$ cat src/rtl/md_sched.sv
// md_sched: issue scheduler for the multiply/divide unit in the E stage.
// Tracks the MD unit's busy window with an internal down-counter, stalls
// any MD instruction (including HI/LO moves) until the unit is free, and
// emits the start / HI-LO write pulses.
// Optional build macro MD_SCHED_PERF_EN adds stall-cycle and issue counters;
// without it both counter outputs read 0 and no counter registers exist.
module md_sched #(
  parameter int unsigned MUL_LAT = 5,
  parameter int unsigned DIV_LAT = 10
) (
  input  logic        clk,
  input  logic        rst,
  input  logic        e_valid,
  input  logic [3:0]  e_md_op,
  input  logic        flush,
  input  logic        md_busy,
  output logic        start,
  output logic        md_mul,
  output logic        md_signed,
  output logic        md_ovrd,
  output logic        md_ovrd_hi,
  output logic        rd_hi,
  output logic        stall,
  output logic [3:0]  busy_cnt,
  output logic [31:0] stall_cycles,
  output logic [31:0] md_issued
);

  localparam logic [3:0] OP_MULT  = 4'd1;
  localparam logic [3:0] OP_MULTU = 4'd2;
  localparam logic [3:0] OP_DIV   = 4'd3;
  localparam logic [3:0] OP_DIVU  = 4'd4;
  localparam logic [3:0] OP_MFHI  = 4'd5;
  localparam logic [3:0] OP_MTHI  = 4'd7;
  localparam logic [3:0] OP_MTLO  = 4'd8;

  localparam logic [3:0] MUL_CNT = 4'(MUL_LAT);
  localparam logic [3:0] DIV_CNT = 4'(DIV_LAT);

  typedef enum logic {IDLE, BUSY} state_t;

  state_t state;

  logic md_req;
  logic busy_int;
  logic is_arith;
  logic is_move;

  // Busy-window length for the operation being launched.
  function automatic logic [3:0] op_latency(input logic is_mul);
    return is_mul ? MUL_CNT : DIV_CNT;
  endfunction

  // Instruction classification and the stall / issue decisions.
  always_comb begin
    is_arith   = (e_md_op >= OP_MULT) && (e_md_op <= OP_DIVU);
    is_move    = (e_md_op == OP_MTHI) || (e_md_op == OP_MTLO);
    md_req     = e_valid && (e_md_op >= OP_MULT) && (e_md_op <= OP_MTLO);
    busy_int   = (busy_cnt != 4'd0);
    stall      = !rst && md_req && (busy_int || md_busy);
    start      = !rst && e_valid && is_arith && !stall && !flush;
    md_ovrd    = !rst && e_valid && is_move && !stall && !flush;
    md_mul     = (e_md_op == OP_MULT) || (e_md_op == OP_MULTU);
    md_signed  = (e_md_op == OP_MULT) || (e_md_op == OP_DIV);
    md_ovrd_hi = (e_md_op == OP_MTHI);
    rd_hi      = (e_md_op == OP_MFHI);
  end

  // Busy-window FSM: load the latency on start, count down to idle.
  always_ff @(posedge clk) begin
    if (rst) begin
      state    <= IDLE;
      busy_cnt <= 4'd0;
    end else begin
      case (state)
        IDLE: begin
          if (start) begin
            busy_cnt <= op_latency(md_mul);
            state    <= BUSY;
          end
        end
        BUSY: begin
          if (busy_cnt <= 4'd1) begin
            busy_cnt <= 4'd0;
            state    <= IDLE;
          end else begin
            busy_cnt <= busy_cnt - 4'd1;
          end
        end
        default: begin
          busy_cnt <= 4'd0;
          state    <= IDLE;
        end
      endcase
    end
  end

`ifdef MD_SCHED_PERF_EN
  // Performance counters; both wrap naturally at 2^32.
  always_ff @(posedge clk) begin
    if (rst) begin
      stall_cycles <= 32'd0;
      md_issued    <= 32'd0;
    end else begin
      if (stall) stall_cycles <= stall_cycles + 32'd1;
      if (start) md_issued    <= md_issued + 32'd1;
    end
  end
`else
  assign stall_cycles = 32'd0;
  assign md_issued    = 32'd0;
`endif

endmodule
$ cat config.mk
export PLATFORM = sky130hd
export DESIGN_NAME = md_sched
export DESIGN_NICKNAME = d
export VERILOG_FILES = /design/src/rtl/md_sched.sv
export SDC_FILE = /design/constraint.sdc
export NUM_CORES = 1
export LEC_CHECK = 0
export CAP_MARGIN = 5
export CORE_MARGIN = 2
export CORE_UTILIZATION = 34
export DETAILED_ROUTE_END_ITERATION = 10
export PLACE_DENSITY = 0.84
export SLEW_MARGIN = 15
export SYNTH_ARGS = -nofsm -noshare
export SYNTH_HDL_FRONTEND = slang
export SYNTH_SLANG_ARGS = --single-unit
$ cat constraint.sdc
create_clock -name clk -period 3.65 [get_ports clk]
set_clock_uncertainty 0.2 [all_clocks]
set_input_delay 1.095 -clock clk [delete_from_list [all_inputs] [get_ports clk]]
set_output_delay 1.095 -clock clk [all_outputs]
set_load 0.05 [all_outputs]
---- Word level (Yosys, flattened, before mapping) ----
Index checks and enable logic that the tools add are counted.
word-level totals
  flip-flop bits (word level) ............. 5
cells by class
  $add $sub $neg .......................... 1
  $lt $le $gt $ge ......................... 4
  equal/unequal tests ..................... 7
  multiplexer cells ....................... 7
  bitwise gates (word level) .............. 1
  reduce and logical (&&, ||, !) cells .... 20
operators with widths
  operator                                              number
  logical AND 1 bit                                     12
  two-way mux 4 bit                                     3
  equality test 4 x 2 -> 1 bit (second input constant)  2
  equality test 4 x 3 -> 1 bit (second input constant)  2
  case mux 4 bit (2 select lines)                       1
  equality test 4 x 1 -> 1 bit (second input constant)  1
  equality test 4 bit (second input constant)           1
  >= comparator 4 x 1 -> 1 bit (second input constant)  1
  <= comparator 4 x 1 -> 1 bit (second input constant)  1
  <= comparator 4 x 3 -> 1 bit (second input constant)  1
  <= comparator 4 bit (second input constant)           1
  logical OR 1 bit                                      4
  nonzero test 4 bit                                    1
  subtractor 4 x 1 -> 4 bit (second input constant)     1
  zero test 1 bit                                       3
  two-way mux 1 bit                                     2
  != test 2 bit (second input constant)                 1
  case mux 1 bit (2 select lines)                       1
  inverter 1 bit                                        1

---- Logic depth before layout (Yosys ltp) ----
  word-level depth ........................ 10
  depth in mapped cells ................... 6
  mapped depth without buffers ............ 6

---- Worst setup path before layout ----
No wires, ideal clock.
  path type ............................... input to output
  from .................................... input port e_md_op[0]
  to ...................................... output port stall
  arrival time ............................ 3.315 ns
  data required time ...................... 2.355 ns
  slack ................................... -0.960 ns
  stages .................................. 3
  cells stage by stage .................... or3_1 xnor2_1 nor4b_1
on the way
  word-level cells in the longest chain between the ends .. 5
  elaborated cells between the ends (all ways) .. 6
RTL lines
  item                                 line  text
  from (decl)                          14    input logic [3:0] e_md_op,
  >= comparator 4 x 1 -> 1 bit         58    md_req = e_valid && (e_md_op >= OP_MULT) && (e_md_op <= OP_MTLO);
  logical AND 1 bit                    58
  logical AND 1 bit (*)                58
  logical AND 1 bit (*) (2 in series)  60    stall = !rst && md_req && (busy_int || md_busy);
  to (decl)                            23    output logic stall,
Mark *: on every way between the ends. The rest lies on a longest branch, timed or not.

---- Final worst setup path ----
  from .................................... input port e_md_op[3]
  to ...................................... output port stall
Same word-level chain as after synthesis.

==> results.cfg <==
[critical_path]
crit_family = buffers and inverters
crit_chain = clkdlybuf4s50_1, xnor2_2, nor4b_2, bufbuf_16
critPathKind = input pin to output pin
r2r_end = busy_cnt[3]$_SDFFE_PP0P_
ff2ff_path_depth = 7
worstSetupEndpointType = output pin
crit_buf_inv = 2
crit_fanout = 3
cp.arrival_ns = 2.30
cpPeakStageDelay_ns = 0.48
critPathRequiredTime_ns = 2.35
r2r-start = busy_cnt[0]$_SDFFE_PP0P_
r2r_setup_slack_ns = 1.64
slowest_stage = clkdlybuf4s50_1
cp-start-kind = input pin

[synthesis]
syn_area_um2 = 930.9
yosysTopAreaCell = buf_4
synth_top_area_share_pct = 53.23
synthAdderAreaFrac_pct = 4.032
synthMuxAreaShare_pct = 1.075
synth.top_cells.by_area = buf_4 53%, dfxtp_1 11%, ha_1 4.0%
synth_simple_gate_area_share_pct = 21.77
synth_compound_area_share_pct = 5.645
yosysWarnings = 0
synth_common_cells = 66 x buf_4, 6 x nand2_1, 6 x nor3_1
synth.avg_cell_area_um2 = 7.693
synth_ff_type = dfxtp_1
ys_async_sr_fraction_pct = 0
synth_cells = 121
synthXorXnorAreaFrac_pct = 1.882
synth_edf_count = 0
ys_seq_area_share_pct = 10.75
synth_cell_types = 27
ys_ff_latch = 5
synth_top_family_by_area = buffers and inverters
synthMostInstantiatedCell = buf_4

[global_route]
grt_pass1_wl_um = 2332
overflow = 0
grt_max_degree = 9
grt_pass1_vias = 548
antenna_found_initial = 0
grtUsageTotal_pct = 9.571

[cells_and_area]
layout-drive-gt1-share_pct = 24.52
fin_nets = 168
fin_area_um2 = 1159
fillCellCount = 268
synthToLayoutAreaGrowth_pct = 24.46
seqCellArea_um2 = 100.1
multi_input_area_um2 = 614.3
diodes = 0

[route]
vias = 698
wl_um = 1590
routedWlPerCell_um = 8.595
drtIter0Drc = 1
ant_nets = 0
avgViaCountPerCell = 3.773
drtPass1Iterations = 3
drc = 0

[placement]
post-dp-hpwl_um = 1294
portBuffers = 19
placed_area_um2 = 1091
globalplace.congestion = 0.7817

[sta]
hold_viol = 0
post-route-min-period_ns = 3.600
rsz0062_at_grt = false
max_freq_mhz = 277.8
finalSetupViolCount = 0
finalCritPeriodShare_pct = 98.62
finalMaxSlewViolations = 0

[hold_path]
whs_path_depth = 2
min_to = busy_cnt[0]$_SDFFE_PP0P_
min_from = busy_cnt[0]$_SDFFE_PP0P_
hp-class = flip-flop to flip-flop

[power]
p_leak_nw = 0.5892
total_power_w = 0.0003305
power_per_cell_area_nw_per_um2 = 285.2
ir_worst_vdd_mv = 0.1355

[die]
die-area_um2 = 3173
core_area_um2 = 2545
die_height_um = 56.33
dieWidth_um = 56.33
num_rows = 18
initial_core_util_pct = 36.58
pin_count = 84

[clocking]
root_buffer = clkbuf_4
clk_pin_slew_ns = 0.04
cts_tree = yes
numClockSinks = 5
clk_latency_ns = 0.24
cts.path.max_buffers = 2
cts_made_buffers = 3
ctsHoldBuffers = 0
cts_max_level = 1

[flow_run]
cap_viol_max_count = 0

[outcome]
status = completed
## flip-flops by register name, indices dropped and copies added (netlist names)
name,cells
busy_cnt,4
state,1
## what timing repair did
item                                    in CTS  in global routing
endpoints found under the setup margin       5                  3
resized for setup                           13                  8
buffers inserted                             0                  1
pin swaps                                    3                  5
## kinds of logic (layout without fill, tap and decap cells)
logic type	Yosys count	after routing
buf+inv	69	40
simple gates	31	31
compound gates	9	9
flops	5	5
fa+ha+maj	3	3
xor+xnor	2	2
other cells	1	64
mux	1	1
## through the flow
stage / TNS (ns) / hold WS (ns) / setup WS [ns] / instances / util, %
finish: 0 / 0.3409 / 0.05030 / 185 / 45.53
global route: 0 / 0.3838 / 0.007664 / 185 / 45.53
CTS: 0 / 0.3398 / 0.01747 / 184 / 44.84
detailed placement: -0.3837 / 0.3364 / -0.2667 / 180 / 42.87
global placement: -0.3262 / 0.3239 / -0.2461 / 180 / 42.87
floorplan: -0.2749 / 0.3313 / -0.2749 / 184 / -
## layout make-up
class / count / area share, %
multi-input combinational: 110 / 53.02
clock buffer: 4 / 2.268
tap: 30 / 3.240
sequential: 5 / 8.639
inverter: 3 / 0.9719
timing repair buffer: 33 / 31.86
## worst min-delay path: stages, from the launching register on
cell and delay (ns):
dfxtp_1 0.35, nand2_1 0.07, a31oi_1 0.07
## worst max path at each step
stage	from	endpoint	slack (ns)	depth (start not counted)
floorplan	e_md_op[0]	stall	-0.27	3
global placement	e_md_op[1]	stall	-0.25	5
global route	e_md_op[3]	stall	0.008	4
CTS	e_md_op[0]	stall	0.02	5
finish	e_md_op[3]	stall	0.05	4
detailed placement	e_md_op[1]	stall	-0.27	5
## routing by layer
metal	GRT usage [%]	up-vias	wire [µm]
li1	-	341	-
met1	9.015	309	548
met2	16.81	46	853
met3	2.765	2	168
met4	8.163	0	20
met5	0	-	0
## power by group
group | leakage (nW) | internal [W] | switching, W
clock | 0.0150 | 0.0000413 | 0.0000217
combinational | 0.534 | 0.0000349 | 0.000176
sequential | 0.0403 | 0.0000557 | 0.00000122
total | 0.589 | 0.000132 | 0.000199
## cell usage in the layout, fill, tap and decap left out, types with 2 or more instances in the layout
cell type	count
clkbuf_2	2
clkbuf_4	3
buf_12	6
nand2_1	5
conb_1	64
buf_4	14
a21oi_1	3
nor4_1	2
o21ai_0	2
dfxtp_1	5
inv_1	3
nor4b_2	2
nor3_2	2
nor2b_1	2
nor2_1	2
ha_1	3
nor3_1	4
dlymetal6s2s_1	3
clkdlybuf4s50_1	5
Power figures use the tool's default switching activity.
